==> src/rtl/cix_pipe_if.sv <==
// cix_pipe handshake bundle: operand side (in_*) from issue, result side (out_*) to writeback.
interface cix_pipe_if #(
    parameter int unsigned ORDER = 3
);
    logic [2:0]            in_op;
    logic [(1<<ORDER)-1:0] in_data;
    logic                  in_valid;
    logic                  in_ready;
    logic [ORDER:0]        out_count;
    logic                  out_flag;
    logic                  out_valid;
    logic                  out_ready;

    modport master (
        output in_op, in_data, in_valid, out_ready,
        input  in_ready, out_count, out_flag, out_valid
    );

    modport slave (
        input  in_op, in_data, in_valid, out_ready,
        output in_ready, out_count, out_flag, out_valid
    );
endinterface

==> src/rtl/cix_pipe.sv <==
// cix_pipe: pipelined popcount / leading-zero / trailing-zero unit with elastic valid/ready stages.
// Define CIX_PIPE_PARITY_EN to enable kind 3 (parity); otherwise kind 3 returns 0/0.
module cix_pipe #(
    parameter int unsigned ORDER = 3
) (
    input  logic      clock,
    input  logic      reset_n,
    cix_pipe_if.slave io
);
    localparam int unsigned    W    = 1 << ORDER;
    localparam logic [ORDER:0] FULL = (ORDER+1)'(W);

    typedef enum logic [1:0] {
        CIX_PCNT = 2'd0,
        CIX_CLZ  = 2'd1,
        CIX_CTZ  = 2'd2,
        CIX_PAR  = 2'd3
    } cix_kind_e;

    logic           rdy_q;
    logic [ORDER:0] vld_q;
    logic [ORDER:0] load;
    cix_kind_e      kind_q [ORDER+1];
    cix_kind_e      in_kind;
    logic [W-1:0]   x_q;
    logic [W-1:0]   x_d;
    logic [ORDER:0] fin_cnt;
    logic           fin_z;

    assign in_kind = cix_kind_e'(io.in_op[1:0]);

    // CLZ is turned into CTZ by bit-reversing the operand on entry.
    always_comb begin
        logic [W-1:0] inv;
        inv = io.in_data ^ {W{io.in_op[2]}};
        x_d = inv;
        if (in_kind == CIX_CLZ) begin
            for (int unsigned b = 0; b < W; b++) begin
                x_d[b] = inv[W-1-b];
            end
        end
    end

    // A stage may load if any stage from it to the output is empty, or the output drains.
    always_comb begin
        logic downstream_full;
        downstream_full = 1'b1;
        load            = '0;
        for (int unsigned k = ORDER + 1; k > 0; k--) begin
            downstream_full = downstream_full & vld_q[k-1];
            load[k-1]       = io.out_ready | ~downstream_full;
        end
    end

    assign io.in_ready  = rdy_q & load[0];
    assign io.out_valid = vld_q[ORDER];

    always_ff @(posedge clock or negedge reset_n) begin
        if (!reset_n) begin
            rdy_q <= 1'b0;
            vld_q <= '0;
            x_q   <= '0;
            for (int unsigned k = 0; k <= ORDER; k++) begin
                kind_q[k] <= CIX_PCNT;
            end
        end else begin
            rdy_q <= 1'b1;
            if (io.in_ready) begin
                vld_q[0] <= io.in_valid;
                if (io.in_valid) begin
                    x_q       <= x_d;
                    kind_q[0] <= in_kind;
                end
            end
            for (int unsigned k = 1; k <= ORDER; k++) begin
                if (load[k]) begin
                    vld_q[k] <= vld_q[k-1];
                    if (vld_q[k-1]) begin
                        kind_q[k] <= kind_q[k-1];
                    end
                end
            end
        end
    end

    for (genvar lv = 0; lv <= ORDER; lv++) begin : g_lvl
        localparam int unsigned N = W >> lv;
        logic [lv:0] cnt [N];
        logic        z   [N];

        if (lv == 0) begin : g_leaf
            always_comb begin
                for (int unsigned j = 0; j < N; j++) begin
                    if (kind_q[0] == CIX_CTZ || kind_q[0] == CIX_CLZ) begin
                        cnt[j] = ~x_q[j];
                    end else begin
                        cnt[j] = x_q[j];
                    end
                    z[j] = ~x_q[j];
                end
            end
        end else begin : g_node
            logic [lv:0] cnt_d [N];
            logic        z_d   [N];

            // An all-zero low half already counts its full width, so lo+hi gives 2^(lv-1)+hi.
            always_comb begin
                logic [lv:0] lo;
                logic [lv:0] hi;
                for (int unsigned j = 0; j < N; j++) begin
                    lo = {1'b0, g_lvl[lv-1].cnt[2*j]};
                    hi = {1'b0, g_lvl[lv-1].cnt[2*j+1]};
                    if (kind_q[lv-1] == CIX_CTZ || kind_q[lv-1] == CIX_CLZ) begin
                        cnt_d[j] = g_lvl[lv-1].z[2*j] ? lo + hi : lo;
                        z_d[j]   = g_lvl[lv-1].z[2*j] & g_lvl[lv-1].z[2*j+1];
                    end else begin
                        cnt_d[j] = lo + hi;
                        z_d[j]   = 1'b0;
                    end
                end
            end

            always_ff @(posedge clock or negedge reset_n) begin
                if (!reset_n) begin
                    for (int unsigned j = 0; j < N; j++) begin
                        cnt[j] <= '0;
                        z[j]   <= 1'b0;
                    end
                end else if (load[lv] && vld_q[lv-1]) begin
                    for (int unsigned j = 0; j < N; j++) begin
                        cnt[j] <= cnt_d[j];
                        z[j]   <= z_d[j];
                    end
                end
            end
        end
    end

    assign fin_cnt = g_lvl[ORDER].cnt[0];
    assign fin_z   = g_lvl[ORDER].z[0];

    always_comb begin
        io.out_count = fin_cnt;
        io.out_flag  = 1'b0;
        unique case (kind_q[ORDER])
            CIX_PCNT:         io.out_flag = (fin_cnt == FULL);
            CIX_CLZ, CIX_CTZ: io.out_flag = fin_z;
            CIX_PAR: begin
`ifdef CIX_PIPE_PARITY_EN
                io.out_count = (ORDER+1)'(fin_cnt[0]);
                io.out_flag  = fin_cnt[0];
`else
                io.out_count = '0;
`endif
            end
        endcase
    end
endmodule

==> src/flat_wrapper.sv <==
// flat-port wrapper written by rule: the top's interface ports become plain ports
module cix_pipe_flat 
#(
    parameter int unsigned ORDER = 3
)
  (clock, reset_n, io_in_op, io_in_data, io_in_valid, io_out_ready, io_in_ready, io_out_count, io_out_flag, io_out_valid);
  cix_pipe_if #(.ORDER(ORDER)) io_i ();
  input  logic clock;
  input  logic reset_n;
  input wire logic [$bits(io_i.in_op)-1:0] io_in_op;
  input wire logic [$bits(io_i.in_data)-1:0] io_in_data;
  input wire logic [$bits(io_i.in_valid)-1:0] io_in_valid;
  input wire logic [$bits(io_i.out_ready)-1:0] io_out_ready;
  output wire logic [$bits(io_i.in_ready)-1:0] io_in_ready;
  output wire logic [$bits(io_i.out_count)-1:0] io_out_count;
  output wire logic [$bits(io_i.out_flag)-1:0] io_out_flag;
  output wire logic [$bits(io_i.out_valid)-1:0] io_out_valid;
  assign io_i.in_op = io_in_op;
  assign io_i.in_data = io_in_data;
  assign io_i.in_valid = io_in_valid;
  assign io_i.out_ready = io_out_ready;
  assign io_in_ready = io_i.in_ready;
  assign io_out_count = io_i.out_count;
  assign io_out_flag = io_i.out_flag;
  assign io_out_valid = io_i.out_valid;
  cix_pipe #(.ORDER(ORDER)) u_core (.clock(clock), .reset_n(reset_n), .io(io_i));
endmodule
==> config.mk <==
export PLATFORM = sky130hd
export DESIGN_NAME = cix_pipe_flat
export DESIGN_NICKNAME = d
export VERILOG_FILES = /design/src/rtl/cix_pipe_if.sv /design/src/rtl/cix_pipe.sv /design/src/flat_wrapper.sv
export SDC_FILE = /design/constraint.sdc
export NUM_CORES = 1
export LEC_CHECK = 0
export ABC_CLOCK_PERIOD_IN_PS = 1840
export BUFFER_PORTS_ARGS = -buffer_cell sky130_fd_sc_hd__clkbuf_2
export CORE_MARGIN = 2
export CORE_UTILIZATION = 35
export CTS_CLUSTER_DIAMETER = 50
export DETAILED_ROUTE_END_ITERATION = 10
export GPL_TIMING_DRIVEN = 0
export MAX_ROUTING_LAYER = met4
export PLACE_DENSITY = 0.53
export SYNTH_ARGS = -nofsm -noshare
export SYNTH_HDL_FRONTEND = slang
export SYNTH_SLANG_ARGS = --single-unit
==> constraint.sdc <==
create_clock -name clock -period 1.84 [get_ports clock]
set_input_delay 0.184 -clock clock [delete_from_list [all_inputs] [get_ports clock]]
set_output_delay 0.184 -clock clock [all_outputs]
set_load 0.02 [all_outputs]
==> flow_summary_export.csv, run 1 <==
group,metric,value,unit
worst_setup_path,slowest_stage,"dfrtp_1",
worst_setup_path,critPathKind,"flip-flop to primary output",
logic_synthesis,synthDistinctLibCells,33,
global_routing,grt_max_degree,47,
power_and_ir_drop,p_sw_frac,0.371,
power_and_ir_drop,clkPwrFrac,0.171,
floorplan,fp.dieH,87.2,um
clock_network,clk_pin_slew,0.08,ns
logic_synthesis,synth.most_common_cell,"dfrtp_1",
cells_and_area,syn2layout_area_growth,12.0,%
place,hpwlAfterDp,3.06,mm
logic_synthesis,synth_commonest_cells,"dfrtp_1, nand2_1, mux2i_1",
route,dr_wl_met3,132,um
clock_network,htree_num_levels,2,
route,drt_first_pass_iters,4,
route,wl_met2,1.92,mm
place,gp_congestion,0.740,
cells_and_area,finalNonFillerCells,341,
route,viasPerCell,4.70,
global_routing,grtUsageTotal,0.125,
sta,min_period,1.64,ns
worst_setup_path,startpoint_type,"flip-flop",
logic_synthesis,seq_area_frac_synth,0.476,
logic_synthesis,synth_edf_count,0,
logic_synthesis,postSynthAreaPerCell,10.4,sq um
sta,grt_setup_unrepaired,"no",
cells_and_area,diodes,0,
cells_and_area,multiInputGateArea,1150,sq um
place,io_buffers,20,
clock_network,cts_buffers,5,
floorplan,io_pins,22,
floorplan,core_area,6760,sq um
cells_and_area,fillerInstances,683,
sta,finClkSkew,0.00491,ns
power_and_ir_drop,power_density,1350,nW/um^2
place,dp.cells,333,
worst_setup_path,cp.required,1.66,ns
sta,setup_viol,0,
sta,max_freq,612,MHz
logic_synthesis,ys_async_sr_fraction,1.00,
route,drtIter0Drc,38,
power_and_ir_drop,pwr-share-seq,0.431,
sta,hold_viol_final,0,
run_status,outcome,"complete, no violations",
logic_synthesis,synth_ff_type,"dfrtp_1",
logic_synthesis,synth_area_leaders,"dfrtp_1, mux2i_1, ha_1, nand2_1, mux2_2",
route,drt-wirelength-per-cell,11.6,um
power_and_ir_drop,p_sw,1.36,mW
clock_network,clkLatencyLatePin,0.29,ns
worst_setup_path,path_buf_inv,1,
clock_network,post-cts-setup-buffers,0,
global_routing,grt_overflow,0,
worst_setup_path,cp_max_fo,4,
clock_network,ctsHoldBuffers,0,
power_and_ir_drop,p_int,2.30,mW
cells_and_area,drive_gt1_frac,0.153,
sta,finalSetupTns,0,ns
global_routing,grt_pass1_vias,1594,
route,drc,0,
logic_synthesis,syn_inst,233,
logic_synthesis,ys_seq_elements,46,
global_routing,grt_first_pass_wirelength,7.19,mm
worst_setup_path,rr_worst_depth,5,
worst_setup_path,r2r_end,"u_core.fin_cnt[1]$_DFFE_PN0P_",
sta,slew_viol_final,0,
logic_synthesis,yosysWarnings,0,
worst_setup_path,cp_slowest_stage_delay,0.40,ns
power_and_ir_drop,p_leak,1.28,nW
clock_network,clkSinkCount,46,
clock_network,max-clock-path-buffers,2,
route,routed_wl,3.96,mm
route,ant_nets,0,
cells_and_area,finalNetCount,289,
clock_network,cts_tree,"built",
min_path,hold_path.class,"input pin to async pin",
logic_synthesis,syn_nets,262,
power_and_ir_drop,irDropWorstVdd,332,uV
worst_setup_path,worstReg2RegStart,"u_core.g_lvl[2].cnt[0]$_DFFE_PN0P_",
sta,relSlewSlack,0.255,
worst_setup_path,crit_family,"simple AND/OR/NAND/NOR gates",
logic_synthesis,synth_largest_area_cell,"dfrtp_1",
floorplan,die_w,87.2,um
sta,worst_slew_pin_slew,1.12,ns
clock_network,cts-root-buf,"clkbuf_8",
worst_setup_path,r2r_slack,0.26,ns
global_routing,antenna_found_initial,0,
floorplan,die_area,7600,sq um
sta,holdWs,0.0925,ns
route,num_vias,1602,
run,drv_cap,0,
logic_synthesis,syn_area,2420,sq um
power_and_ir_drop,p_comb_frac,0.399,
route,m1WireLength,1.83,mm
worst_setup_path,end_kind,"primary output",
worst_setup_path,startpoint,"u_core.vld_q[3]$_DFFE_PN0N_",
worst_setup_path,arrival,1.45,ns
clock_network,cts-resized-gates,0,
route,top_layer_used,"met4",
sta,fin_crit_sh,0.889,
floorplan,initial_core_util,0.358,
cells_and_area,regArea,1150,sq um
floorplan,rows,30,
worst_setup_path,cp_cell_sequence,"nand4b_1 > or2_1 > and2_1 > clkbuf_2",
logic_synthesis,synth_top_area_share,0.476,
==> metal layers <==
metal	GRT usage	vias to the layer above
met4	0.0462	0
met1	0.148	735
met3	0.0370	5
met2	0.201	23
met5	-	-
li1	-	839
==> placed cells by master (no fill, tap or decap) <==
master | synthesis | final
dfrtp_1 | 46 | 46
nand2_1 | 25 | 25
mux2i_1 | 21 | 21
inv_1 | 20 | 20
clkbuf_2 | 0 | 20
nor3_1 | 17 | 17
o21ai_0 | 14 | 14
a21oi_1 | 11 | 11
ha_1 | 11 | 11
xor2_1 | 10 | 10
mux2_2 | 8 | 8
clkbuf_1 | 7 | 8
clkbuf_8 | 0 | 6
nor2_1 | 5 | 5
nor2b_1 | 5 | 5
nand2b_1 | 4 | 4
xnor2_1 | 4 | 4
o31ai_1 | 3 | 3
fa_1 | 3 | 3
or2_2 | 2 | 2
a22oi_1 | 2 | 2
nand3_1 | 2 | 2
a32oi_1 | 1 | 1
nand4b_1 | 1 | 1
or2_1 | 1 | 1
and2_1 | 1 | 1
nand3b_1 | 1 | 1
and3_4 | 1 | 1
buf_6 | 1 | 1
mux2_4 | 1 | 1
o21bai_1 | 1 | 1
buf_1 | 1 | 1
a32o_1 | 1 | 1
a21o_1 | 1 | 1
clkinv_2 | 0 | 1
conb_1 | 1 | 1
==> per-stage QoR <==
| stage | cell area [sq um] | setup WS (ns) | utilization | power (mW) |
|---|---|---|---|---|
| 2_1_floorplan | 2420 | 0.263 | - | 2.70 |
| 3_3_place_gp | 2620 | 0.253 | 0.388 | 3.04 |
| 3_5_place_dp | 2620 | 0.240 | 0.388 | 3.08 |
| 4_1_cts | 2710 | 0.196 | 0.401 | 3.73 |
| 5_1_grt | 2710 | 0.0811 | 0.401 | 4.01 |
| 6_report | 2710 | 0.205 | 0.401 | 3.66 |
==> layout make-up <==
class | instances | share of cell area
inverter | 20 | 0.0277
clock inverter | 1 | 0.00185
tap | 80 | 0.0369
timing repair buffer | 20 | 0.0369
sequential | 46 | 0.425
multi-input combinational | 158 | 0.425
buffer | 9 | 0.0152
clock buffer | 7 | 0.0318
==> sequential cells by signal, indices dropped and copies added (netlist names) <==
signal,count
u_core.vld_q,4
u_core.g_lvl.z,6
u_core.fin_z,1
u_core.fin_cnt,4
u_core.kind_q,8
u_core.rdy_q,1
u_core.x_q,8
u_core.g_lvl.cnt,14
==> how the worst max path moves through the flow <==
stage | to | slack (ns) | cells past startpoint
after floorplan | u_core.kind_q[7]$_DFFE_PN0P_ | 0.26 | 5
after global placement | u_core.fin_cnt[1]$_DFFE_PN0P_ | 0.25 | 5
after detailed placement | u_core.fin_cnt[1]$_DFFE_PN0P_ | 0.24 | 5
after CTS | io_in_ready | 0.20 | 4
after global routing | io_in_ready | 0.08 | 4
final | io_in_ready | 0.20 | 4
==> kinds of logic after synthesis <==
logic type | synth area share
simple gates | 0.131
flops | 0.476
compound gates | 0.0812
mux | 0.130
buf+inv | 0.0481
fa+ha+maj | 0.0817
xor+xnor | 0.0507
other cells | 0.00155
==> power by group through the flow <==
stage | sequential [mW] | clock [mW] | combinational [mW]
2_1_floorplan | 1.54 | 0 | 1.16
3_3_place_gp | 1.59 | 0 | 1.45
3_5_place_dp | 1.60 | 0 | 1.48
4_1_cts | 1.58 | 0.660 | 1.49
5_1_grt | 1.62 | 0.699 | 1.69
6_report | 1.58 | 0.625 | 1.46
==> worst register-to-register path: cells and delay by family, from the launching register on <==
family                     cells  cell delay (ns)
adders and majority gates      2             0.71
buffers and inverters          1             0.07
DFF                            1             0.38
muxes                          2             0.33
Power figures use the tool's default switching activity.
==> run 2: changes to the inputs <==
--- a/config.mk
+++ b/config.mk
@@ -5,6 +5,7 @@
 export SDC_FILE = /design/constraint.sdc
 export NUM_CORES = 1
 export LEC_CHECK = 0
+export ABC_AREA = 1
 export ABC_CLOCK_PERIOD_IN_PS = 1840
 export BUFFER_PORTS_ARGS = -buffer_cell sky130_fd_sc_hd__clkbuf_2
 export CORE_MARGIN = 2
@@ -13,7 +14,7 @@
 export DETAILED_ROUTE_END_ITERATION = 10
 export GPL_TIMING_DRIVEN = 0
 export MAX_ROUTING_LAYER = met4
-export PLACE_DENSITY = 0.53
+export PLACE_DENSITY = 0.52
 export SYNTH_ARGS = -nofsm -noshare
 export SYNTH_HDL_FRONTEND = slang
 export SYNTH_SLANG_ARGS = --single-unit
==> flow_summary_export.csv, run 2 <==
group,metric,value,unit
cells_and_area,syn2layout_area_growth,12.0,%
cells_and_area,finalCoreUtilization,0.408,
logic_synthesis,yosysWarnings,0,
logic_synthesis,synth.most_common_cell,"nand2_1",
clock_network,cts-resized-gates,0,
worst_setup_path,crit_family,"flip-flops",
route,drt_first_pass_iters,4,
run,drv_cap,0,
cells_and_area,finalNonFillerCells,489,
logic_synthesis,synth_largest_area_cell,"dfrtp_1",
logic_synthesis,ys_async_sr_fraction,1.00,
sta,relSlewSlack,0.232,
logic_synthesis,synth_edf_count,0,
clock_network,post-cts-setup-buffers,0,
sta,max_freq,637,MHz
logic_synthesis,synth_commonest_cells,"nand2_1, inv_1, dfrtp_1",
worst_setup_path,path_buf_inv,2,
cells_and_area,final_common_cell,"nand2_1",
worst_setup_path,end_kind,"primary output",
place,gp_congestion,0.752,
route,ant_nets,0,
clock_network,max-clock-path-buffers,2,
sta,setup_viol,0,
floorplan,io_pins,22,
route,drt-wirelength-per-cell,10.8,um
global_routing,grt-busiest-layer,"met2",
logic_synthesis,syn_inst,362,
global_routing,grt_overflow,0,
sta,holdWs,0.0804,ns
run_status,outcome,"complete, no violations",
logic_synthesis,synthDistinctLibCells,22,
sta,slew_viol_final,0,
clock_network,ctsHoldBuffers,0,
route,num_vias,2213,
logic_synthesis,syn_nets,391,
place,hpwlAfterDp,4.10,mm
cells_and_area,largest_reg_flops,14,
cells_and_area,largestRegisters,"u_core.g_lvl.cnt: 14 flops, u_core.kind_q: 8 flops, u_core.x_q: 8 flops",
sta,worst_slew_pin_slew,1.15,ns
sta,fin_crit_sh,0.853,
clock_network,clkSinkCount,46,
global_routing,antenna_found_initial,0,
power_and_ir_drop,power_density,1200,nW/um^2
cells_and_area,finalNetCount,418,
worst_setup_path,rr_worst_depth,7,
worst_setup_path,critPathKind,"flip-flop to primary output",
sta,finClkSkew,0.0117,ns
route,routed_wl,5.29,mm
sta,min_period,1.57,ns
logic_synthesis,postSynthAreaPerCell,7.33,sq um
logic_synthesis,syn_area,2650,sq um
power_and_ir_drop,p_leak,1.64,nW
worst_setup_path,arrival,1.39,ns
power_and_ir_drop,power,3.56,mW
worst_setup_path,slowest_stage,"dfrtp_1",
floorplan,core_area,7290,sq um
logic_synthesis,synth_area_leaders,"dfrtp_1, nand2_1, inv_1, nand3_1, ha_1",
clock_network,clkLatencyLatePin,0.31,ns
clock_network,clk_pin_slew,0.10,ns
worst_setup_path,cp_slowest_stage_delay,0.39,ns
floorplan,die_area,8290,sq um
cells_and_area,mostFrequentLayoutCells,"nand2_1, inv_1, dfrtp_1",
logic_synthesis,ys_seq_elements,46,
floorplan,fp.dieH,91.1,um
worst_setup_path,r2r_end,"u_core.fin_cnt[2]$_DFFE_PN0P_",
route,viasPerCell,4.53,
worst_setup_path,startpoint_type,"flip-flop",
global_routing,grt_first_pass_wirelength,9.69,mm
route,drc,0,
cells_and_area,largest_register,"u_core.g_lvl.cnt",
floorplan,initial_core_util,0.364,
global_routing,grtUsageTotal,0.147,
floorplan,die_w,91.1,um
clock_network,htree_num_levels,2,
route,drtIter0Drc,89,
logic_synthesis,synth_ff_type,"dfrtp_1",
place,io_buffers,20,
global_routing,grt_max_degree,47,
worst_setup_path,cp.required,1.66,ns
worst_setup_path,cp_max_fo,3,
global_routing,use_met1,0.180,
clock_network,cts_buffers,5,
sta,grt_setup_unrepaired,"no",
sta,finalSetupTns,0,ns
cells_and_area,diodes,0,
worst_setup_path,worstReg2RegStart,"u_core.g_lvl[2].cnt[0]$_DFFE_PN0P_",
logic_synthesis,synth_top_area_share,0.434,
logic_synthesis,seq_area_frac_synth,0.434,
sta,hold_viol_final,0,
global_routing,grt_pass1_vias,2183,
floorplan,rows,31,
worst_setup_path,cp_cell_sequence,"inv_1 > ha_1 > nand2_1 > a21oi_1 > clkbuf_2",
clock_network,cts-root-buf,"clkbuf_8",
power_and_ir_drop,irDropWorstVdd,455,uV
clock_network,cts_tree,"built",
place,dp.cells,481,
worst_setup_path,r2r_slack,0.29,ns
cells_and_area,drive_gt1_frac,0.105,
min_path,hold_path.class,"input pin to async pin",
global_routing,use_met3,0.0274,
global_routing,grtUsageMet2,0.246,
run 2: cell count changes in the layout (fill, tap and decap cells not counted), moves of 12 or more:
cell     previous run  this run
nand4_1             0        12
inv_1              20        57
mux2i_1            21         0
nand3_1             2        35
nor3_1             17         0
nand2_1            25       139
run 2: worst max path at each step:
| stage | depth (start not counted) | startpoint | endpoint | slack (ns) |
|---|---|---|---|---|
| floorplan | 7 | u_core.g_lvl[2].cnt[0]$_DFFE_PN0P_ | u_core.fin_cnt[2]$_DFFE_PN0P_ | 0.44 |
| global placement | 7 | u_core.g_lvl[2].cnt[0]$_DFFE_PN0P_ | u_core.fin_cnt[2]$_DFFE_PN0P_ | 0.33 |
| detailed placement | 7 | u_core.g_lvl[2].cnt[0]$_DFFE_PN0P_ | u_core.fin_cnt[2]$_DFFE_PN0P_ | 0.31 |
| CTS | 5 | u_core.kind_q[0]$_DFFE_PN0P_ | io_out_flag | 0.25 |
| global route | 5 | u_core.kind_q[0]$_DFFE_PN0P_ | io_out_flag | 0.15 |
| finish | 5 | u_core.kind_q[0]$_DFFE_PN0P_ | io_out_flag | 0.27 |
run 2: layout make-up:
class	instances	area, sq um
repair buffers	20	100
inverters	57	214
flip-flops and latches	46	1150
plain buffers	9	63.8
clock buffers	5	68.8
multi-input cells	250	1220
fillers	806	4320
well taps	99	124
clock inverters	3	25.0
run 2: cell families (layout without fill, tap and decap cells):
logic type / count (synthesis) / in the layout / share of synthesized area
compound gates: 30 / 30 / 0.0575
flops: 46 / 46 / 0.434
simple gates: 204 / 204 / 0.325
xor+xnor: 1 / 1 / 0.00330
fa+ha+maj: 14 / 14 / 0.0745
other cells: 1 / 1 / 0.00141
buf+inv: 66 / 94 / 0.105
run 2: report_power, final:
group	switching, mW	total [mW]	internal (mW)
sequential	0.195	1.50	1.31
combinational	0.879	1.39	0.515
clock	0.386	0.661	0.275
total	1.46	3.56	2.10
run 2: stage by stage:
stage          setup WS (ns)  instance area, sq um
2_1_floorplan          0.439                  2650
3_3_place_gp           0.326                  2880
3_5_place_dp           0.312                  2880
4_1_cts                0.248                  2970
5_1_grt                0.145                  2970
6_report               0.270                  2970
run 2: layer usage:
metal | vias to the layer above | wire length (um)
met2 | 18 | 2520
met5 | - | 0
met1 | 1004 | 2590
li1 | 1184 | -
met3 | 7 | 110
met4 | 0 | 74
==> run 3: changes to the inputs <==
--- a/config.mk
+++ b/config.mk
@@ -8,6 +8,7 @@
 export ABC_AREA = 1
 export ABC_CLOCK_PERIOD_IN_PS = 1840
 export BUFFER_PORTS_ARGS = -buffer_cell sky130_fd_sc_hd__clkbuf_2
+export CAP_MARGIN = 20
 export CORE_MARGIN = 2
 export CORE_UTILIZATION = 35
 export CTS_CLUSTER_DIAMETER = 50
==> constraint.sdc (replaced) <==
create_clock -name clock -period 1.84 [get_ports clock]
set_input_delay 0.276 -clock clock [delete_from_list [all_inputs] [get_ports clock]]
set_output_delay 0.276 -clock clock [all_outputs]
set_load 0.02 [all_outputs]
==> flow_summary_export.csv, run 3 (synthesis results as in run 2) <==
group,metric,value,unit
run_status,outcome,"complete, no violations",
cells_and_area,regArea,1150,sq um
floorplan,initial_core_util,0.364,
clock_network,cts_buffers,5,
worst_setup_path,cp_max_fo,3,
place,io_buffers,20,
cells_and_area,largestRegisters,"u_core.g_lvl.cnt: 14 flops, u_core.kind_q: 8 flops, u_core.x_q: 8 flops",
sta,hold_viol_final,0,
sta,setup_viol,0,
global_routing,grtUsageTotal,0.150,
worst_setup_path,startpoint_type,"flip-flop",
floorplan,die_w,91.1,um
floorplan,core_area,7290,sq um
route,drtIter0Drc,105,
floorplan,rows,31,
worst_setup_path,critPathKind,"flip-flop to primary output",
run,drv_cap,0,
clock_network,cts_tree,"built",
clock_network,clkLatencyLatePin,0.31,ns
cells_and_area,diodes,0,
clock_network,post-cts-setup-buffers,0,
worst_setup_path,cp_slowest_stage_delay,0.39,ns
sta,min_period,1.65,ns
cells_and_area,fin_area,3000,sq um
cells_and_area,final_common_cell,"nand2_1",
cells_and_area,largest_reg_flops,14,
cells_and_area,fillerInstances,809,
route,drt_first_pass_iters,4,
cells_and_area,finalNetCount,420,
worst_setup_path,end_kind,"primary output",
cells_and_area,largest_register,"u_core.g_lvl.cnt",
sta,grt_setup_unrepaired,"no",
global_routing,grt_first_pass_wirelength,9.89,mm
power_and_ir_drop,p_leak,1.65,nW
global_routing,grt_max_degree,33,
place,placed_area,2900,sq um
route,drt-wirelength-per-cell,10.9,um
place,hpwlAfterDp,4.18,mm
cells_and_area,drive_gt1_frac,0.107,
floorplan,io_pins,22,
clock_network,cts-root-buf,"clkbuf_8",
cells_and_area,mostFrequentLayoutCells,"nand2_1, inv_1, dfrtp_1",
floorplan,die_area,8290,sq um
worst_setup_path,arrival,1.38,ns
cells_and_area,multiInputGateArea,1220,sq um
sta,fin_crit_sh,0.899,
place,gp_congestion,0.752,
worst_setup_path,slowest_stage,"dfrtp_1",
clock_network,max-clock-path-buffers,2,
min_path,hold_path.class,"input pin to flip-flop",
global_routing,grt_overflow,0,
power_and_ir_drop,irDropWorstVdd,428,uV
global_routing,grt_pass1_vias,2238,
sta,relSlewSlack,0.654,
floorplan,fp.dieH,91.1,um
clock_network,htree_num_levels,2,
sta,finalSetupTns,0,ns
worst_setup_path,cp_cell_sequence,"inv_1 > ha_1 > nand2_1 > a21oi_1 > clkbuf_2",
sta,max_freq,604,MHz
route,ant_nets,0,
global_routing,antenna_found_initial,0,
sta,worst_slew_pin_slew,0.516,ns
sta,finClkSkew,0.0112,ns
power_and_ir_drop,power_density,1190,nW/um^2
sta,slew_viol_final,0,
route,routed_wl,5.35,mm
route,drc,0,
route,num_vias,2219,
clock_network,cts-resized-gates,0,
clock_network,ctsHoldBuffers,1,
worst_setup_path,cp.required,1.56,ns
route,viasPerCell,4.52,
cells_and_area,syn2layout_area_growth,13.1,%
clock_network,clk_pin_slew,0.10,ns
clock_network,clkSinkCount,46,
==> run 3: cell types whose count changed in the layout (fill, tap and decap cells not counted) <==
cell	change
buf_12	+1
dlygate4sd3_1	+1
==> run 3: area by class of cell <==
type                            instances  area share
Clock buffer                            5      0.0229
Buffer                                  9      0.0213
Sequential cell                        46       0.383
Tap cell                               99      0.0413
Multi-Input combinational cell        250       0.408
Inverter                               57      0.0713
Clock inverter                          3     0.00834
Timing Repair Buffer                   22      0.0434
==> run 3: power by group <==
part / internal [mW] / switching, mW / leakage [nW]
logic: 0.520 / 0.879 / 1.02
registers: 1.31 / 0.196 / 0.583
clock network: 0.275 / 0.379 / 0.0447
total: 2.10 / 1.45 / 1.65
==> run 3: routing by layer <==
metal / up-vias / global-route usage / routed length (um)
li1: 1185 / - / -
met1: 1006 / 0.182 / 2620
met2: 23 / 0.253 / 2540
met3: 5 / 0.0274 / 132
met4: 0 / 0.0455 / 58
met5: - / - / 0
==> run 3: per-stage QoR <==
step	total power, mW	setup slack (ns)	cells	utilization	hold slack, ns
after global routing	3.96	0.0618	491	0.412	0.236
final	3.56	0.186	491	0.412	0.228
after global placement	2.91	0.326	481	0.395	0.467
after detailed placement	2.95	0.303	482	0.397	0.228
after floorplan	2.57	0.439	362	-	-0.0196
after CTS	3.62	0.157	491	0.412	0.219
==> run 3: worst max-delay path: cells and delay by family (launching register included) <==
kind / cells / cell delay, ns
and+or+nand+nor: 1 / 0.05
DFF: 1 / 0.39
AOI/OAI and AO/OA: 1 / 0.14
adders and majority gates: 1 / 0.26
buffers and inverters: 2 / 0.23
==> run 3: worst paths after layout <==
check	startpoint	cells after the start	end	slack (ns)
min in group asynchronous	reset_n	2	u_core.vld_q[2]$_DFFE_PN0P_	0.41
worst max register to register	u_core.g_lvl[2].cnt[0]$_DFFE_PN0P_	7	u_core.fin_cnt[2]$_DFFE_PN0P_	0.28
worst max-delay path	u_core.kind_q[0]$_DFFE_PN0P_	5	io_out_flag	0.19
worst min register to register	u_core.g_lvl[1].cnt[1]$_DFFE_PN0P_	2	u_core.g_lvl[1].cnt[1]$_DFFE_PN0P_	0.49
worst min-delay path	io_in_op[1]	3	u_core.kind_q[7]$_DFFE_PN0P_	0.23
max in group asynchronous	reset_n	3	u_core.g_lvl[1].cnt[1]$_DFFE_PN0P_	0.91
